File: src/rtl/ctrl_pkg.sv
// ctrl_pkg: shared definitions for the multi-cycle RV32I control unit.
//   - datapath/field widths
//   - ALU op codes, FSM state encodings, writeback select codes, opcode constants
//   - ctrl_word_t: the registered control word produced by ctrl_decode
//   - branch_taken(): branch resolution from the control word and the ALU result
package ctrl_pkg;

  localparam int unsigned XLEN     = 32;
  localparam int unsigned INSTR_W  = 32;
  localparam int unsigned ALU_OP_W = 4;
  localparam int unsigned STATE_W  = 3;

  // ALU operation codes
  localparam logic [ALU_OP_W-1:0] ALU_ADD  = 4'b0001;
  localparam logic [ALU_OP_W-1:0] ALU_SUB  = 4'b0010;
  localparam logic [ALU_OP_W-1:0] ALU_XOR  = 4'b0100;
  localparam logic [ALU_OP_W-1:0] ALU_OR   = 4'b0110;
  localparam logic [ALU_OP_W-1:0] ALU_AND  = 4'b0111;
  localparam logic [ALU_OP_W-1:0] ALU_SLT  = 4'b1000;
  localparam logic [ALU_OP_W-1:0] ALU_SLTU = 4'b1001;

  // FSM states
  typedef enum logic [STATE_W-1:0] {
    ST_FETCH  = 3'd0,
    ST_DECODE = 3'd1,
    ST_EXEC   = 3'd2,
    ST_MEM    = 3'd3,
    ST_WB     = 3'd4,
    ST_TRAP   = 3'd5
  } state_e;

  // Writeback source select
  typedef enum logic [1:0] {
    WB_ALU  = 2'd0,
    WB_DMEM = 2'd1,
    WB_IMM  = 2'd2,
    WB_PC4  = 2'd3
  } wb_sel_e;

  // Instruction class: selects the path through EXEC/MEM/WB
  typedef enum logic [2:0] {
    CLS_ALU    = 3'd0,
    CLS_JAL    = 3'd1,
    CLS_BRANCH = 3'd2,
    CLS_LOAD   = 3'd3,
    CLS_STORE  = 3'd4
  } cls_e;

  // Major opcodes
  localparam logic [6:0] OPC_OP_IMM = 7'b0010011;
  localparam logic [6:0] OPC_OP     = 7'b0110011;
  localparam logic [6:0] OPC_LOAD   = 7'b0000011;
  localparam logic [6:0] OPC_STORE  = 7'b0100011;
  localparam logic [6:0] OPC_LUI    = 7'b0110111;
  localparam logic [6:0] OPC_JAL    = 7'b1101111;
  localparam logic [6:0] OPC_BRANCH = 7'b1100011;

  // Registered control word loaded in DECODE
  typedef struct packed {
    logic [XLEN-1:0]     imm;
    logic [ALU_OP_W-1:0] alu_op;
    logic                has_imm;
    wb_sel_e             wb_sel;
    cls_e                cls;
    logic                br_zero;  // branch condition is alu_result == 0
    logic                br_inv;   // invert branch condition (BNE/BGE/BGEU)
  } ctrl_word_t;

  localparam int unsigned CTRL_W = $bits(ctrl_word_t);

  // Taken when the selected compare holds, optionally inverted
  function automatic logic branch_taken(input ctrl_word_t cw, input logic [XLEN-1:0] res);
    logic cond;
    cond = cw.br_zero ? (res == '0) : res[0];
    return cond ^ cw.br_inv;
  endfunction

endpackage

File: src/rtl/ctrl_decode.sv
// ctrl_decode: purely combinational instruction decoder.
//   ir      in   INSTR_W  instruction register contents
//   word    out  CTRL_W   packed ctrl_word_t (imm, alu_op, has_imm, wb_sel, class, branch mode)
//   illegal out  1        encoding not supported
// Build option: CONTROL_MC_BRANCH_EXT_EN adds BLT/BGE/BLTU/BGEU; without it those
// funct3 values on the branch opcode decode as illegal.
module ctrl_decode
  import ctrl_pkg::*;
(
  input  logic [INSTR_W-1:0] ir,
  output logic [CTRL_W-1:0]  word,
  output logic               illegal
);

  logic [6:0]      opcode;
  logic [2:0]      funct3;
  logic [6:0]      funct7;
  logic [XLEN-1:0] imm_i;
  logic [XLEN-1:0] imm_s;
  logic [XLEN-1:0] imm_b;
  logic [XLEN-1:0] imm_u;
  logic [XLEN-1:0] imm_j;
  ctrl_word_t      cw;

  assign opcode = ir[6:0];
  assign funct3 = ir[14:12];
  assign funct7 = ir[31:25];

  // Immediate formats; B and J carry an implicit zero LSB so offsets are in bytes
  assign imm_i = {{20{ir[31]}}, ir[31:20]};
  assign imm_s = {{20{ir[31]}}, ir[31:25], ir[11:7]};
  assign imm_b = {{19{ir[31]}}, ir[31], ir[7], ir[30:25], ir[11:8], 1'b0};
  assign imm_u = {ir[31:12], 12'b0};
  assign imm_j = {{11{ir[31]}}, ir[31], ir[19:12], ir[20], ir[30:21], 1'b0};

  always_comb begin
    cw      = '0;
    illegal = 1'b0;
    case (opcode)
      OPC_OP_IMM: begin
        cw.cls     = CLS_ALU;
        cw.has_imm = 1'b1;
        cw.imm     = imm_i;
        cw.wb_sel  = WB_ALU;
        case (funct3)
          3'b000:  cw.alu_op = ALU_ADD;
          3'b100:  cw.alu_op = ALU_XOR;
          3'b110:  cw.alu_op = ALU_OR;
          3'b111:  cw.alu_op = ALU_AND;
          default: illegal   = 1'b1;
        endcase
      end
      OPC_OP: begin
        cw.cls    = CLS_ALU;
        cw.wb_sel = WB_ALU;
        if (funct7 == 7'b0000000) begin
          case (funct3)
            3'b000:  cw.alu_op = ALU_ADD;
            3'b100:  cw.alu_op = ALU_XOR;
            3'b110:  cw.alu_op = ALU_OR;
            3'b111:  cw.alu_op = ALU_AND;
            default: illegal   = 1'b1;
          endcase
        end else if (funct7 == 7'b0100000 && funct3 == 3'b000) begin
          cw.alu_op = ALU_SUB;
        end else begin
          illegal = 1'b1;
        end
      end
      OPC_LOAD: begin
        cw.cls     = CLS_LOAD;
        cw.alu_op  = ALU_ADD;
        cw.has_imm = 1'b1;
        cw.imm     = imm_i;
        cw.wb_sel  = WB_DMEM;
        illegal    = (funct3 != 3'b010);
      end
      OPC_STORE: begin
        cw.cls     = CLS_STORE;
        cw.alu_op  = ALU_ADD;
        cw.has_imm = 1'b1;
        cw.imm     = imm_s;
        illegal    = (funct3 != 3'b010);
      end
      OPC_LUI: begin
        cw.cls     = CLS_ALU;
        cw.alu_op  = ALU_ADD;
        cw.has_imm = 1'b1;
        cw.imm     = imm_u;
        cw.wb_sel  = WB_IMM;
      end
      OPC_JAL: begin
        cw.cls    = CLS_JAL;
        cw.alu_op = ALU_ADD;
        cw.imm    = imm_j;
        cw.wb_sel = WB_PC4;
      end
      OPC_BRANCH: begin
        cw.cls = CLS_BRANCH;
        cw.imm = imm_b;
        case (funct3)
          3'b000: begin cw.alu_op = ALU_XOR; cw.br_zero = 1'b1; end
          3'b001: begin cw.alu_op = ALU_XOR; cw.br_zero = 1'b1; cw.br_inv = 1'b1; end
`ifdef CONTROL_MC_BRANCH_EXT_EN
          3'b100: cw.alu_op = ALU_SLT;
          3'b101: begin cw.alu_op = ALU_SLT;  cw.br_inv = 1'b1; end
          3'b110: cw.alu_op = ALU_SLTU;
          3'b111: begin cw.alu_op = ALU_SLTU; cw.br_inv = 1'b1; end
`endif
          default: illegal = 1'b1;
        endcase
      end
      default: illegal = 1'b1;
    endcase
  end

  assign word = cw;

endmodule

File: src/rtl/control_mc.sv
// control_mc: multi-cycle control unit for the RV32I teaching CPU.
// Sequences FETCH/DECODE/EXEC/MEM/WB (plus a sticky TRAP) and drives the enables
// and selects of the instruction memory, register file, ALU, data memory and PC.
// Ports:
//   clk, rst_n            clock, asynchronous active-low reset
//   imem_req/imem_ack     instruction fetch handshake; instr latched on ack
//   alu_result            ALU output, used for branch resolution
//   imm                   sign-extended immediate (byte offsets for B/J)
//   alu_op, has_imm       ALU operation and operand-B select
//   rf_we, wb_sel         register write strobe and writeback source
//   dmem_req/dmem_we/ack  data memory handshake
//   pc_we, pc_sel         PC update strobe and select (pc+4 / pc+imm)
//   illegal               sticky trap flag
//   state                 current FSM state (debug)
// Build option: CONTROL_MC_BRANCH_EXT_EN (handled in ctrl_decode) enables BLT/BGE/BLTU/BGEU.
// Request/ALU/writeback outputs are registered from the next state; pc_we/pc_sel are
// decoded from the current state and registered control word, qualified by dmem_ack
// (store completion) and alu_result (branch outcome) so the PC updates in that cycle.
module control_mc
  import ctrl_pkg::*;
(
  input  logic                clk,
  input  logic                rst_n,
  output logic                imem_req,
  input  logic                imem_ack,
  input  logic [INSTR_W-1:0]  instr,
  input  logic [XLEN-1:0]     alu_result,
  output logic [XLEN-1:0]     imm,
  output logic [ALU_OP_W-1:0] alu_op,
  output logic                has_imm,
  output logic                rf_we,
  output logic [1:0]          wb_sel,
  output logic                dmem_req,
  output logic                dmem_we,
  input  logic                dmem_ack,
  output logic                pc_we,
  output logic                pc_sel,
  output logic                illegal,
  output logic [STATE_W-1:0]  state
);

  state_e              state_q;
  state_e              state_d;
  logic [INSTR_W-1:0]  ir_q;
  logic [CTRL_W-1:0]   dec_word;
  logic                dec_illegal;
  ctrl_word_t          ctrl_q;
  ctrl_word_t          ctrl_d;

  logic                imem_req_d;
  logic                dmem_req_d;
  logic                dmem_we_d;
  logic                rf_we_d;
  logic [ALU_OP_W-1:0] alu_op_d;
  logic                has_imm_d;
  logic [1:0]          wb_sel_d;
  logic                illegal_d;

  logic                imem_fire;
  logic                dmem_fire;

  // Acks only count while the matching request is up
  assign imem_fire = imem_req & imem_ack;
  assign dmem_fire = dmem_req & dmem_ack;

  ctrl_decode u_decode (
    .ir      (ir_q),
    .word    (dec_word),
    .illegal (dec_illegal)
  );

  // Next state, next registered outputs, and PC strobes
  always_comb begin
    state_d    = state_q;
    ctrl_d     = ctrl_q;
    imem_req_d = 1'b0;
    dmem_req_d = 1'b0;
    dmem_we_d  = 1'b0;
    rf_we_d    = 1'b0;
    alu_op_d   = '0;
    has_imm_d  = 1'b0;
    wb_sel_d   = '0;
    illegal_d  = 1'b0;
    pc_we      = 1'b0;
    pc_sel     = 1'b0;

    if (state_q == ST_DECODE) ctrl_d = ctrl_word_t'(dec_word);

    case (state_q)
      ST_FETCH:  if (imem_fire) state_d = ST_DECODE;
      ST_DECODE: state_d = dec_illegal ? ST_TRAP : ST_EXEC;
      ST_EXEC: begin
        case (ctrl_q.cls)
          CLS_BRANCH: begin
            state_d = ST_FETCH;
            pc_we   = 1'b1;
            pc_sel  = branch_taken(ctrl_q, alu_result);
          end
          CLS_LOAD, CLS_STORE: state_d = ST_MEM;
          default:             state_d = ST_WB;
        endcase
      end
      ST_MEM: begin
        if (dmem_fire) begin
          if (ctrl_q.cls == CLS_STORE) begin
            state_d = ST_FETCH;
            pc_we   = 1'b1;
          end else begin
            state_d = ST_WB;
          end
        end
      end
      ST_WB: begin
        state_d = ST_FETCH;
        pc_we   = 1'b1;
        pc_sel  = (ctrl_q.cls == CLS_JAL);
      end
      ST_TRAP:   state_d = ST_TRAP;
      default:   state_d = ST_FETCH;
    endcase

    // Registered outputs follow the state being entered
    case (state_d)
      ST_FETCH: imem_req_d = 1'b1;
      ST_EXEC: begin
        alu_op_d  = ctrl_d.alu_op;
        has_imm_d = ctrl_d.has_imm;
        wb_sel_d  = ctrl_d.wb_sel;
      end
      ST_MEM: begin
        alu_op_d   = ctrl_d.alu_op;
        has_imm_d  = ctrl_d.has_imm;
        wb_sel_d   = ctrl_d.wb_sel;
        dmem_req_d = 1'b1;
        dmem_we_d  = (ctrl_d.cls == CLS_STORE);
      end
      ST_WB: begin
        alu_op_d  = ctrl_d.alu_op;
        has_imm_d = ctrl_d.has_imm;
        wb_sel_d  = ctrl_d.wb_sel;
        rf_we_d   = 1'b1;
      end
      ST_TRAP:  illegal_d = 1'b1;
      default:  ;
    endcase
  end

  // State, IR, control word and registered outputs
  always_ff @(posedge clk or negedge rst_n) begin
    if (!rst_n) begin
      state_q  <= ST_FETCH;
      ir_q     <= '0;
      ctrl_q   <= '0;
      imem_req <= 1'b0;
      dmem_req <= 1'b0;
      dmem_we  <= 1'b0;
      rf_we    <= 1'b0;
      alu_op   <= '0;
      has_imm  <= 1'b0;
      wb_sel   <= '0;
      illegal  <= 1'b0;
    end else begin
      state_q  <= state_d;
      ctrl_q   <= ctrl_d;
      if (imem_fire) ir_q <= instr;
      imem_req <= imem_req_d;
      dmem_req <= dmem_req_d;
      dmem_we  <= dmem_we_d;
      rf_we    <= rf_we_d;
      alu_op   <= alu_op_d;
      has_imm  <= has_imm_d;
      wb_sel   <= wb_sel_d;
      illegal  <= illegal_d;
    end
  end

  assign imm   = ctrl_q.imm;
  assign state = state_q;

endmodule

File: config.mk
export PLATFORM = sky130hd
export DESIGN_NAME = control_mc
export DESIGN_NICKNAME = d
export VERILOG_FILES = /design/src/rtl/ctrl_pkg.sv /design/src/rtl/ctrl_decode.sv /design/src/rtl/control_mc.sv
export SDC_FILE = /design/constraint.sdc
export NUM_CORES = 1
export LEC_CHECK = 0
export BUFFER_PORTS_ARGS = -buffer_cell sky130_fd_sc_hd__clkbuf_2
export CAP_MARGIN = 10
export CORE_MARGIN = 3
export CORE_UTILIZATION = 53
export CTS_CLUSTER_SIZE = 30
export DETAILED_ROUTE_END_ITERATION = 8
export GPL_ROUTABILITY_DRIVEN = 0
export PLACE_DENSITY = 0.8
export SLEW_MARGIN = 5
export SYNTH_ARGS = -nofsm -noshare
export SYNTH_HDL_FRONTEND = slang
export SYNTH_SLANG_ARGS = --single-unit
export TNS_END_PERCENT = 5
File: constraint.sdc
create_clock -name clk -period 1.9 [get_ports clk]
set_input_delay 0.19 -clock clk [delete_from_list [all_inputs] [get_ports clk]]
set_output_delay 0.19 -clock clk [all_outputs]
set_load 0.02 [all_outputs]
# --- Word-level counts from Yosys, hierarchy flattened ---
# Index checks and enable logic that the tools add are counted.
totals:
  out_inout_bits: 49
  ff_bits: 91
  input_bits: 68
op_classes:
  bitwise: 3
  n_mux: 39
  n_reduce_logical: 15
  n_eq_ne: 27
ops:
  columns: ["cell", "n"]
  rows:
  - ["$pmux 32 s5", 1]
  - ["$logic_not 32->1", 1]
  - ["$eq 7x6->1 const B", 4]
  - ["$eq 3x3->1 const B", 9]
  - ["$pmux 3 s4", 2]
  - ["$eq 3x2->1 const B", 6]
  - ["$mux 1", 18]
  - ["$mux 3", 6]
  - ["$pmux 4 s4", 1]
  - ["$pmux 3 s5", 1]
  - ["$eq 7x7->1 const B", 2]
  - ["$mux 12", 1]
  - ["$reduce_or 4->1", 3]
  - ["$reduce_or 2->1", 5]
  - ["$eq 3x1->1 const B", 3]
  - ["$logic_not 3->1", 3]
  - ["$eq 7x2->1 const B", 1]
  - ["$eq 7x5->1 const B", 1]
  - ["$logic_not 7->1", 1]
  - ["$mux 2", 3]
  - ["$pmux 2 s3", 1]
  - ["$pmux 3 s2", 1]
  - ["$pmux 1 s5", 1]
  - ["$mux 4", 1]
  - ["7 further kinds", 8]

# --- Longest topological paths before layout ---
logic_depth:
  ltp_word: 10
  ltp_mapped: 7
  ltp_nobuf: 6

# --- Modules after synthesis ---
# A second synthesis with hierarchy kept.
hier_totals:
  cells_unflattened: 379
  hier_area_um2: 4510.6
by_module_without_submodules:
  columns: ["mod", "area_per_inst_um2", "seq_area_each_um2", "n_inst", "cells_each"]
  rows:
  - ["control_mc", 3804.9, 2277.2, 1, 269]
  - ["ctrl_decode", 705.7, 0.0, 1, 110]

# --- Worst setup path after synthesis ---
# OpenSTA, ideal clock, no wires.
synth_path:
  kind: "reg-to-output"
  startpoint: "register state_q[2] (netlist: state[2])"
  endpoint: "output pc_we"
  required_time_ps: 1710
  path_buffers: 0
  arrival_time_ps: 1523
  path_stages_with_launch: 3
  setup_slack_ps: 187
  path_cell_list: "dfrtp_1 -> inv_1 -> o311ai_0"
synth_between:
  elab_chain_len: 2
synth_rtl:
  columns: ["element", "line", "rtl"]
  rows:
  - ["from (decl)", "control_mc.sv:42", "state_e state_q;"]
  - ["from (signal assigned)", "control_mc.sv:163", "state_q <= state_d;"]
  - ["$eq 3x3->1 or $eq 3x2->1 (tied branches)", "control_mc.sv:89", "case (state_q)"]
  - ["$pmux 1 s3 *", "control_mc.sv:89", null]
  - ["to (decl)", "control_mc.sv:36", "output logic pc_we,"]
# Mark *: on every way between the ends. The rest lies on a longest branch, timed or not.

# --- Final worst setup path ---
layout_path:
  startpoint: "register ctrl_q[1] in the netlist's numbering"
  endpoint: "output pc_sel"
layout_between:
  elab_chain_len: 4
layout_rtl:
  columns: ["element", "line", "rtl"]
  rows:
  - ["from (decl)", "control_mc.sv:47", "ctrl_word_t ctrl_q;"]
  - ["from (signal assigned)", "control_mc.sv:164", "ctrl_q <= ctrl_d;"]
  - ["$mux 1", "ctrl_pkg.sv:74", "cond = cw.br_zero ? (res == '0) : res[0];"]
  - ["$xor 1x1->1", "ctrl_pkg.sv:75", "return cond ^ cw.br_inv;"]
  - ["$mux 1", "control_mc.sv:93", "case (ctrl_q.cls)"]
  - ["$pmux 1 s2", "control_mc.sv:89", null]
  - ["to (decl)", "control_mc.sv:37", "output logic pc_sel,"]
# Every way passes these cells.

==> results.toml <==
[worst_hold_path]
hold_path_end = "ir_q[19]"
hold-path-cell-count = 2
timing.hold.worst.class = "in2reg"
holdCritStartpoint = "instr[19]"

[placement]
port-buffer-count = 116
place.detailed.hpwl_mm = 7.67
dp_slack_ns = -0.0588
placed_cell_area_sq_mm = 0.00492

[worst_setup_path]
timing.critical_path.buf_inv = 1
worst_ep_arrival_time_ns = 1.71
rrSetupSlack_ns = 0.09
criticalPathCategory = "reg2out"
r2r.worst_path.cells = 6
critPathLaunchType = "register"
worstSetupEndpointType = "output port"
series_of_cell_instances_along_the_critical_path = "nor4b_2 -> nand4_1 -> o32ai_2 -> xnor2_2 -> o32ai_1 -> buf_4"
cpMaxStageDelayCell = "sky130_fd_sc_hd__dfrtp_1"
cp_data_required_time_ns = 1.71
critical-path-top-delay-family = "compound AO/OA/AOI/OAI gates"
cp_slowest_stage_delay_ns = 0.35
rr_startpoint = "ir_q[4]"
regToRegEndpoint = "state[0]"
critPathMaxFanout = 2

[detailed_routing]
final_routed_wirelength_across_all_metal_layers_mm = 10.1
detail_route.drc_violations = 0
vias = 3348
detailedRoute.firstPassIterationCount = 5
final_antenna_net_count = 0
drc_violation_total_after_the_first_tritonroute_iteration = 227
number_of_vias_per_cell = 5.68
wire_per_inst_um = 17.1

[sta]
post-route-min-period_ns = 1.90
max_clock_freq_mhz = 525
rsz0062_at_grt = "true"
slew-limit-headroom = 0.675
finalHoldViolations = 0
final_max_slew_viol_count = 0
min_period_over_period = 1.00
max_slew.worst_pin.slew_ns = 0.487
setup_viol = 1
postLayoutSetupSlackWorst_ns = -0.00473
final_skew_ns = 0.0125

[logic_synthesis]
yosysMostFrequentCell = "sky130_fd_sc_hd__dfrtp_1"
ys_seq_area_frac = 0.520
post_syn_area_per_cell_sq_um = 11.4
synth.top_cell.area_share = 0.520
postSynth.asyncResetShare = 1.00
synthesis.area_sq_mm = 0.00438
synth_common_cells = "sky130_fd_sc_hd__dfrtp_1, sky130_fd_sc_hd__nand2_1, sky130_fd_sc_hd__mux2_2"
synth.largest_area_cell = "sky130_fd_sc_hd__dfrtp_1"
synth_ff_type = "sky130_fd_sc_hd__dfrtp_1"
synth_cell_types = 67
yosys_warnings = 0
synth-edff-count = 0
synth_nets = 452
postSynthRegisterBits = 91
synth.area.top_cells = "sky130_fd_sc_hd__dfrtp_1, sky130_fd_sc_hd__mux2_2, sky130_fd_sc_hd__buf_4"
syn-instance-count = 384

[floorplan]
die_span_y_um = 96.9
coreArea_sq_mm = 0.00789
top_level_ports = 117
initial_core_util = 0.555
dieArea_sq_mm = 0.00939
fp-row-count = 32
die_w_um = 96.9

[layout]
final_design_area_no_fill_sq_mm = 0.00518
drive_above_1_share = 0.441
final_net_count = 550
n_diodes = 0
synthesis_to_layout_area_growth_pct = 18.4

[clocking]
cts_buffers = 9
cts.reportedPaths.clkPinSlew_ns = 0.09
cts.sinks = 91
cts-root-to-sink-buffers = 2
clkLatencyLatePin_ns = 0.35
clock_tree.htree_level_count = 3
clock-root-buffer = "sky130_fd_sc_hd__clkbuf_8"
cts_tree = "built"

[power]
power.share.clock = 0.179
relative_contribution_of_sequential_cells_to_total_power = 0.449
pwr_density_cell_mw_per_mm2 = 1310
static-leakage-power_nw = 2.49
switching_share = 0.388
cell_internal_pwr_mw = 4.14
combPwrFrac = 0.371
netSwitchingPower_mw = 2.63
ir_worst_vdd_mv = 0.624

[grt]
grt_start_max_net_pins = 41
first_global_vias = 3457
grt_pass1_wl_mm = 17.1
grt_antenna_before_repair = 0
global_route.usage.total = 0.222
globalRoute.totalOverflow = 0

[run]
drv_cap = 0

[status]
outcome = "finished with violations"
failed_checks = "setup timing"
-- state kept, by name, indices dropped and copies added, names as in the netlist --
name,flops
alu_op,4
ctrl_q,12
dmem_req,1
dmem_we,1
has_imm,1
illegal,1
imem_req,1
imm,32
ir_q,32
rf_we,1
state,3
wb_sel,2
-- final cells by class --
class / instances / area, sq um
inverter: 9 / 33.8
clock buffer: 11 / 151
timing repair buffer: 137 / 771
sequential: 91 / 2280
clock inverter: 5 / 36.3
multi-input combinational: 234 / 1790
tap: 102 / 128
fill: 621 / 2700
-- cell usage in the layout (no fill, tap or decap), types with 2 or more instances in the layout --
cell                        instances
sky130_fd_sc_hd__buf_12             2
sky130_fd_sc_hd__a2bb2oi_1          2
sky130_fd_sc_hd__clkinv_2           2
sky130_fd_sc_hd__o21a_1             3
sky130_fd_sc_hd__o22a_1             2
sky130_fd_sc_hd__and2_1             5
sky130_fd_sc_hd__nor3b_2            2
sky130_fd_sc_hd__nand3_1           11
sky130_fd_sc_hd__inv_1              8
sky130_fd_sc_hd__nor2_2             2
sky130_fd_sc_hd__a31oi_1            2
sky130_fd_sc_hd__nand4_1            2
sky130_fd_sc_hd__o21ai_0           13
sky130_fd_sc_hd__clkbuf_2         113
sky130_fd_sc_hd__o21ai_1            7
sky130_fd_sc_hd__nor3_2             3
sky130_fd_sc_hd__dfrtp_1           90
sky130_fd_sc_hd__a21oi_1           13
sky130_fd_sc_hd__nor2_1            15
sky130_fd_sc_hd__a221o_1           11
sky130_fd_sc_hd__nor4b_2            2
sky130_fd_sc_hd__a22oi_1            5
sky130_fd_sc_hd__buf_4             20
sky130_fd_sc_hd__clkinv_4           2
sky130_fd_sc_hd__nand2_1           34
sky130_fd_sc_hd__a22o_1            10
sky130_fd_sc_hd__mux2_2            33
sky130_fd_sc_hd__nor3_1             4
sky130_fd_sc_hd__clkbuf_8          11
sky130_fd_sc_hd__and4_1             2
sky130_fd_sc_hd__nor4_1             7
sky130_fd_sc_hd__nor2b_1            6
-- how the worst max path moves through the flow --
stage,startpoint,endpoint,depth (start not counted)
floorplan,state[2],pc_we,2
global placement,ir_q[3],imm[30],5
detailed placement,ir_q[3],imm[23],4
CTS,ctrl_q[1],pc_sel,6
global route,ctrl_q[1],pc_sel,6
finish,ctrl_q[1],pc_sel,6
-- timing repair --
item                                    CTS  global route
resized for setup                         6             8
endpoints found under the setup margin   12            23
setup buffers                             1             0
hold endpoints to repair                 28             0
hold buffers                              1             0
pin swaps                                 3             1
-- per-stage QoR --
| stage | instances | hold WS [ns] | total power [mW] | utilization | setup TNS, ns |
|---|---|---|---|---|---|
| 2_1_floorplan | 384 | -0.106 | 4.77 | - | 0 |
| 3_3_place_gp | 571 | 0.135 | 5.42 | 0.624 | 0 |
| 3_5_place_dp | 571 | 0.143 | 5.54 | 0.624 | -0.485 |
| 4_1_cts | 589 | 0.0511 | 6.77 | 0.653 | -0.0656 |
| 5_1_grt | 589 | 0.0514 | 7.19 | 0.657 | -0.476 |
| 6_report | 589 | 0.0651 | 6.77 | 0.657 | -0.00473 |
-- logic make-up after synthesis --
family          synth area share
simple gates               0.154
xor+xnor                 0.00200
compound gates             0.152
buf+inv                   0.0843
mux                       0.0872
flops                      0.520
-- power by group through the flow --
stage               clock network (mW)  registers [mW]  logic, mW
floorplan                            0            2.90       1.87
global route                      1.32            3.12       2.75
detailed placement                   0            3.06       2.48
global placement                     0            3.01       2.41
CTS                               1.24            3.02       2.50
finish                            1.22            3.04       2.51
-- routing by layer --
metal,global-route usage,up-vias,share of wire
met1,0.277,1638,0.41
met3,0.0332,14,0.056
li1,-,1569,-
met2,0.391,127,0.52
met4,0.0821,0,0.014
met5,0,-,0
Note: power is estimated with default switching activity, not from simulation.
